==> src/rtl/mem_access_pkg.sv <==
// rtl/mem_access_pkg.sv - shared state encodings, access-size codes and RAM geometry defaults
package mem_access_pkg;

  typedef enum logic [2:0] {
    ST_IDLE    = 3'd0,
    ST_RD      = 3'd1,
    ST_RD_WAIT = 3'd2,
    ST_WR      = 3'd3,
    ST_RESP    = 3'd4
  } state_t;

  localparam logic [1:0] SIZE_B   = 2'b00;
  localparam logic [1:0] SIZE_H   = 2'b01;
  localparam logic [1:0] SIZE_W   = 2'b10;
  localparam logic [1:0] SIZE_BAD = 2'b11;

  localparam int RAM_ADDR_BITS_DEF = 11;
  localparam int ROW_LAST_DEF      = 255;

endpackage

==> src/rtl/load_extend.sv <==
// rtl/load_extend.sv - sign/zero extension of the low byte/half of a word; word passes through
module load_extend
  import mem_access_pkg::*;
(
  input  logic [1:0]  size,
  input  logic        zero_ext,
  input  logic [31:0] word,
  output logic [31:0] data
);

  always_comb begin
    data = word;
    case (size)
      SIZE_B:  data = zero_ext ? {24'b0, word[7:0]}  : {{24{word[7]}}, word[7:0]};
      SIZE_H:  data = zero_ext ? {16'b0, word[15:0]} : {{16{word[15]}}, word[15:0]};
      default: data = word;
    endcase
  end

endmodule

==> src/rtl/mem_access_unit.sv <==
// rtl/mem_access_unit.sv - single-outstanding RV32 load/store unit in front of a word-write data RAM
// Optional row/region bound faulting is enabled by defining MEM_ACCESS_BOUND_CHECK_EN.
module mem_access_unit
  import mem_access_pkg::*;
#(
  parameter int RAM_ADDR_BITS = RAM_ADDR_BITS_DEF,
  parameter int ROW_LAST      = ROW_LAST_DEF
) (
  input  logic        clk,
  input  logic        rst_n,
  input  logic        req_valid,
  output logic        req_ready,
  input  logic        req_we,
  input  logic [1:0]  req_size,
  input  logic        req_unsigned,
  input  logic [31:0] req_addr,
  input  logic [31:0] req_wdata,
  output logic        resp_valid,
  output logic        resp_err,
  output logic [31:0] resp_rdata,
  output logic        ram_en,
  output logic        ram_rw,
  output logic [31:0] ram_addr,
  output logic [31:0] ram_din,
  input  logic [31:0] ram_dout
);

  state_t      state, state_next;
  logic [31:0] addr_q;
  logic [31:0] word_q;
  logic [31:0] rdata_q;
  logic [1:0]  size_q;
  logic        we_q;
  logic        uns_q;
  logic        err_q;

  logic        accept;
  logic        size_bad;
  logic        addr_in_range;
  logic        bound_fault;
  logic [31:0] ext_data;
  logic [31:0] merge_mask;

  assign req_ready = (state == ST_IDLE);
  assign accept    = req_valid && req_ready;
  assign size_bad  = (req_size == SIZE_BAD);

  // The RAM always touches 4 bytes, so the last legal row offset is ROW_LAST-3.
  assign addr_in_range = ({24'b0, req_addr[7:0]} <= 32'(ROW_LAST - 3)) &&
                         (req_addr[31:RAM_ADDR_BITS] == '0);

`ifdef MEM_ACCESS_BOUND_CHECK_EN
  assign bound_fault = !addr_in_range;
`else
  logic unused_addr_in_range;
  assign unused_addr_in_range = addr_in_range;
  assign bound_fault = 1'b0;
`endif

  load_extend u_load_ext (
    .size     (size_q),
    .zero_ext (uns_q),
    .word     (ram_dout),
    .data     (ext_data)
  );

  // Zero-extending all-ones yields the byte-lane mask of the store size.
  load_extend u_merge_mask (
    .size     (size_q),
    .zero_ext (1'b1),
    .word     (32'hFFFF_FFFF),
    .data     (merge_mask)
  );

  always_comb begin
    state_next = state;
    case (state)
      ST_IDLE: begin
        if (accept) begin
          if (size_bad || bound_fault)            state_next = ST_RESP;
          else if (req_we && req_size == SIZE_W)  state_next = ST_WR;
          else                                    state_next = ST_RD;
        end
      end
      ST_RD:      state_next = ST_RD_WAIT;
      ST_RD_WAIT: state_next = we_q ? ST_WR : ST_RESP;
      ST_WR:      state_next = ST_RESP;
      ST_RESP:    state_next = ST_IDLE;
      default:    state_next = ST_IDLE;
    endcase
  end

  always_ff @(posedge clk) begin
    if (!rst_n) begin
      state   <= ST_IDLE;
      addr_q  <= '0;
      word_q  <= '0;
      rdata_q <= '0;
      size_q  <= SIZE_B;
      we_q    <= 1'b0;
      uns_q   <= 1'b0;
      err_q   <= 1'b0;
    end else begin
      state <= state_next;
      if (accept) begin
        addr_q  <= req_addr;
        word_q  <= req_wdata;
        rdata_q <= '0;
        size_q  <= req_size;
        we_q    <= req_we;
        uns_q   <= req_unsigned;
        err_q   <= size_bad || bound_fault;
      end else if (state == ST_RD_WAIT) begin
        if (we_q) word_q  <= (word_q & merge_mask) | (ram_dout & ~merge_mask);
        else      rdata_q <= ext_data;
      end
    end
  end

  // RAM strobes are gated by rst_n so a reset cycle never reaches the array.
  assign ram_en     = rst_n && ((state == ST_RD) || (state == ST_WR));
  assign ram_rw     = rst_n && (state == ST_WR);
  assign ram_addr   = addr_q;
  assign ram_din    = word_q;

  assign resp_valid = rst_n && (state == ST_RESP);
  assign resp_err   = resp_valid && err_q;
  assign resp_rdata = resp_valid ? rdata_q : 32'b0;

endmodule

==> config.mk <==
export PLATFORM = sky130hd
export DESIGN_NAME = mem_access_unit
export DESIGN_NICKNAME = d
export VERILOG_FILES = /design/src/rtl/mem_access_pkg.sv /design/src/rtl/load_extend.sv /design/src/rtl/mem_access_unit.sv
export SDC_FILE = /design/constraint.sdc
export NUM_CORES = 1
export LEC_CHECK = 0
export CORE_MARGIN = 8
export CORE_UTILIZATION = 40
export CTS_BUF_LIST = sky130_fd_sc_hd__clkbuf_2
export CTS_CLUSTER_SIZE = 8
export DETAILED_ROUTE_END_ITERATION = 12
export HOLD_SLACK_MARGIN = 0.06
export PLACE_DENSITY = 0.77
export SYNTH_ARGS = -nofsm -noshare
export SYNTH_HDL_FRONTEND = slang
export SYNTH_SLANG_ARGS = --single-unit
==> constraint.sdc <==
create_clock -name clk -period 1.9 [get_ports clk]
set_input_delay 0.285 -clock clk [delete_from_list [all_inputs] [get_ports clk]]
set_output_delay 0.285 -clock clk [all_outputs]
set_load 0.03 [all_outputs]
==> metrics.csv <==
metric;value;unit
Worst R2R Setup Slack;-0.03;ns
final hold violations;0;
Remaining DRCs;0;
R2R Path End;rdata_q[16];
GRT Total Usage;20.14;%
Vias/cell;5.133;
FF/Latch Area;0.002085;sq mm
Root Driver;clkbuf_2;
Worst EP required;1.62;ns
placement-stage cell area;0.006728;sq mm
r2r startpoint;state[0];
Synth Warn #;0;
Via Count;4522;
first-pass GRT wire length;24320;um
number of global-route vias before repair;4678;
Multi-input gate area;0.002374;sq mm
H-tree depth;3;
largest area contributor in the netlist;dfxtp_1;
drt total wl;15950;um
Setup crit end;resp_rdata[9];
layout cells sized above 1;21.95;%
register area share after synthesis;45.76;%
min-delay worst type;in2reg;
delay of the slowest cell on the worst path;0.39;ns
Final ANT Viol Nets;0;
switching share of power;33.32;%
die footprint;0.01504;sq mm
Detailed Place HPWL;11130;um
Mapped Avg Cell Area;8.616;sq um
wire length on met1;6315;um
Final Skew;0.05213;ns
non-filler instance count after layout;881;
CP Max Fanout;8;
Setup WS post-layout;-0.3231;ns
Worst-Skew Late Latency;0.57;ns
largest net degree at the start of global routing;42;
CTS max path bufs;2;
top cell type's share of synthesized area;45.76;%
cell chain of the critical path;buf_8 > nor2_4 > and3_4 > buf_12 > clkbuf_16 > and2_4 > buf_6;
Switching Power;1.674;mW
top cell family by delay on the critical path;buffers and inverters;
Top Metal Used;met4;
Synth Net Count;631;
Synth Register Bits;104;
Core ar.;0.01127;sq mm
RSZ-0062 raised after global routing;yes;
R2R cell count;8;
Startpoint Class;flop;
placed instance count;847;
initial antenna violation count;0;
I/O pin total;204;
Worst-path clk slew;0.27;ns
Worst slew margin;39.23;%
ANT cells;0;
crit path DAT;1.94;ns
Initial Util;40.36;%
combinational share of power;29.6;%
Pre-antenna DRT Iters;4;
CTS Buf Count;9;
Pint;3.349;mW
worst path buffer plus inverter count;4;
TritonCTS clock tree;built;
Mapped Cells;528;
mapped cell area;0.004549;sq mm
worst setup path class;reg2out;
power share of the sequential group;48.7;%
Synth cell types;33;
Final Instance Area;0.007346;sq mm
outcome;finished, violations left;
Slowest cell on crit path;dfxtp_2;
max cap viols;0;
area grow syn2layout;61.47;%
DR WL met3;1223;um
Levels on crit path;7;
commonest non-fill, non-tap cell in the layout;nand2_1;
pwr dens;683.8;mW/mm^2
Max Transition Viols Final;0;
# rows;39;
failing checks;negative setup slack;
period utilization;117.0;%
fin nets;836;
Leakage;3.101;nW
Fill cells;971;
clock network fraction of design power;21.7;%
Fmax;449.8;MHz
most frequent cells in the layout;nand2_1, dfxtp_1, clkdlybuf4s50_1;
port bufs;203;
Worst setup EP type;output pin;
met2 wire length;8196;um
hold slack;0.2371;ns
routed len/inst;18.11;um
Peak VDD IR;0.4235;mV
Synth area leaders;dfxtp_1, nand2_1, a21boi_0;
Tmin final;2.223;ns
Critical Path Start;state[1];
initial drt markers;306;
Setup WS pre-CTS;-0.3352;ns
Least-Margin Pin Slew;0.9092;ns
die width;122.6;um
Die Height;122.6;um
Setup-failing EPs final;44;
hold depth;4;
RePlAce Congestion;0.8698;
GR Overflow Total;0;
final core occ;65.17;%
CTS sink count;104;
-- final cells by class --
| class | count | area share [%] |
|---|---|---|
| Clock buffer | 9 | 0.6132 |
| Clock inverter | 7 | 1.039 |
| Inverter | 1 | 0.05110 |
| Multi-Input combinational cell | 375 | 32.31 |
| Sequential cell | 104 | 28.38 |
| Tap cell | 143 | 2.436 |
| Timing Repair Buffer | 242 | 35.17 |
-- what timing repair did --
item / CTS / global route
resized for setup: 138 / 51
gates cloned: 3 / 4
hold endpoints to repair: 1 / 0
setup buffers: 10 / 3
pin swaps: 15 / 7
setup endpoints to repair: 101 / 105
hold buffers: 1 / 0
-- worst min path at each step --
| stage | slack, ns | from | end |
|---|---|---|---|
| 3_5_place_dp | 0.45 | ram_addr[4] | ram_addr[4] |
| 4_1_cts | 0.17 | rst_n | state[0] |
| 2_1_floorplan | 0.42 | req_addr[28] | ram_addr[28] |
| 3_3_place_gp | 0.44 | rdata_q[0] | rdata_q[0] |
| 6_report | 0.24 | rst_n | state[0] |
| 5_1_grt | 0.19 | req_addr[30] | ram_addr[30] |
-- metrics by stage --
step	total power, mW	setup TNS [ns]
global route	5.274	-16.77
finish	5.023	-10.18
global placement	3.891	-19.33
CTS	4.990	-12.25
detailed placement	3.925	-21.26
floorplan	3.247	0
-- synthesized netlist by cell type --
| library cell | n |
|---|---|
| a211oi_1 | 33 |
| buf_1 | 3 |
| nor2_1 | 27 |
| or2_1 | 2 |
| and2_1 | 34 |
| nand3_1 | 2 |
| buf_2 | 9 |
| o221a_2 | 15 |
| dfxtp_1 | 104 |
| or3_1 | 9 |
| o21ai_0 | 11 |
| nor3_1 | 16 |
| or2_2 | 2 |
| nand2b_1 | 1 |
| inv_1 | 1 |
| o31a_1 | 1 |
| nor4b_4 | 1 |
| or4b_1 | 2 |
| a21oi_1 | 27 |
| and3_1 | 3 |
| buf_6 | 6 |
| clkbuf_1 | 26 |
| nor3b_1 | 1 |
| nand2_1 | 111 |
| a21boi_1 | 12 |
| o21a_1 | 15 |
| mux2i_1 | 10 |
| nor2b_1 | 2 |
| nor4b_2 | 2 |
| a21boi_0 | 34 |
| buf_4 | 4 |
| nor4bb_1 | 1 |
| nand3b_1 | 1 |
-- power by group through the flow --
stage | combinational [mW] | sequential [mW] | clock [mW]
after floorplan | 0.535 | 2.71 | 0
after global placement | 1.41 | 2.48 | 0
after detailed placement | 1.44 | 2.48 | 0
after CTS | 1.42 | 2.44 | 1.12
after global routing | 1.59 | 2.47 | 1.21
final | 1.49 | 2.45 | 1.09
-- routing by layer --
metal	track usage, %	up-vias
met5	0	-
met1	22.73	2141
li1	-	2225
met4	6.702	0
met2	35.19	140
met3	6.486	16
-- worst min-delay path, stage by stage --
cell and delay [ns]:
buf_2 0.13, buf_4 0.23, nand2_1 0.09, a21oi_1 0.04
-- cells by family (layout without fill, tap and decap cells) --
family | Yosys count | after routing | share of synthesized area (%)
multiplexers | 10 | 10 | 2.200
AO/OA/AOI/OAI | 148 | 148 | 23.60
flip-flops | 104 | 104 | 45.76
AND/OR/NAND/NOR | 217 | 217 | 22.83
buffers and inverters | 49 | 259 | 5.610
(Power assumes the default switching activity.)
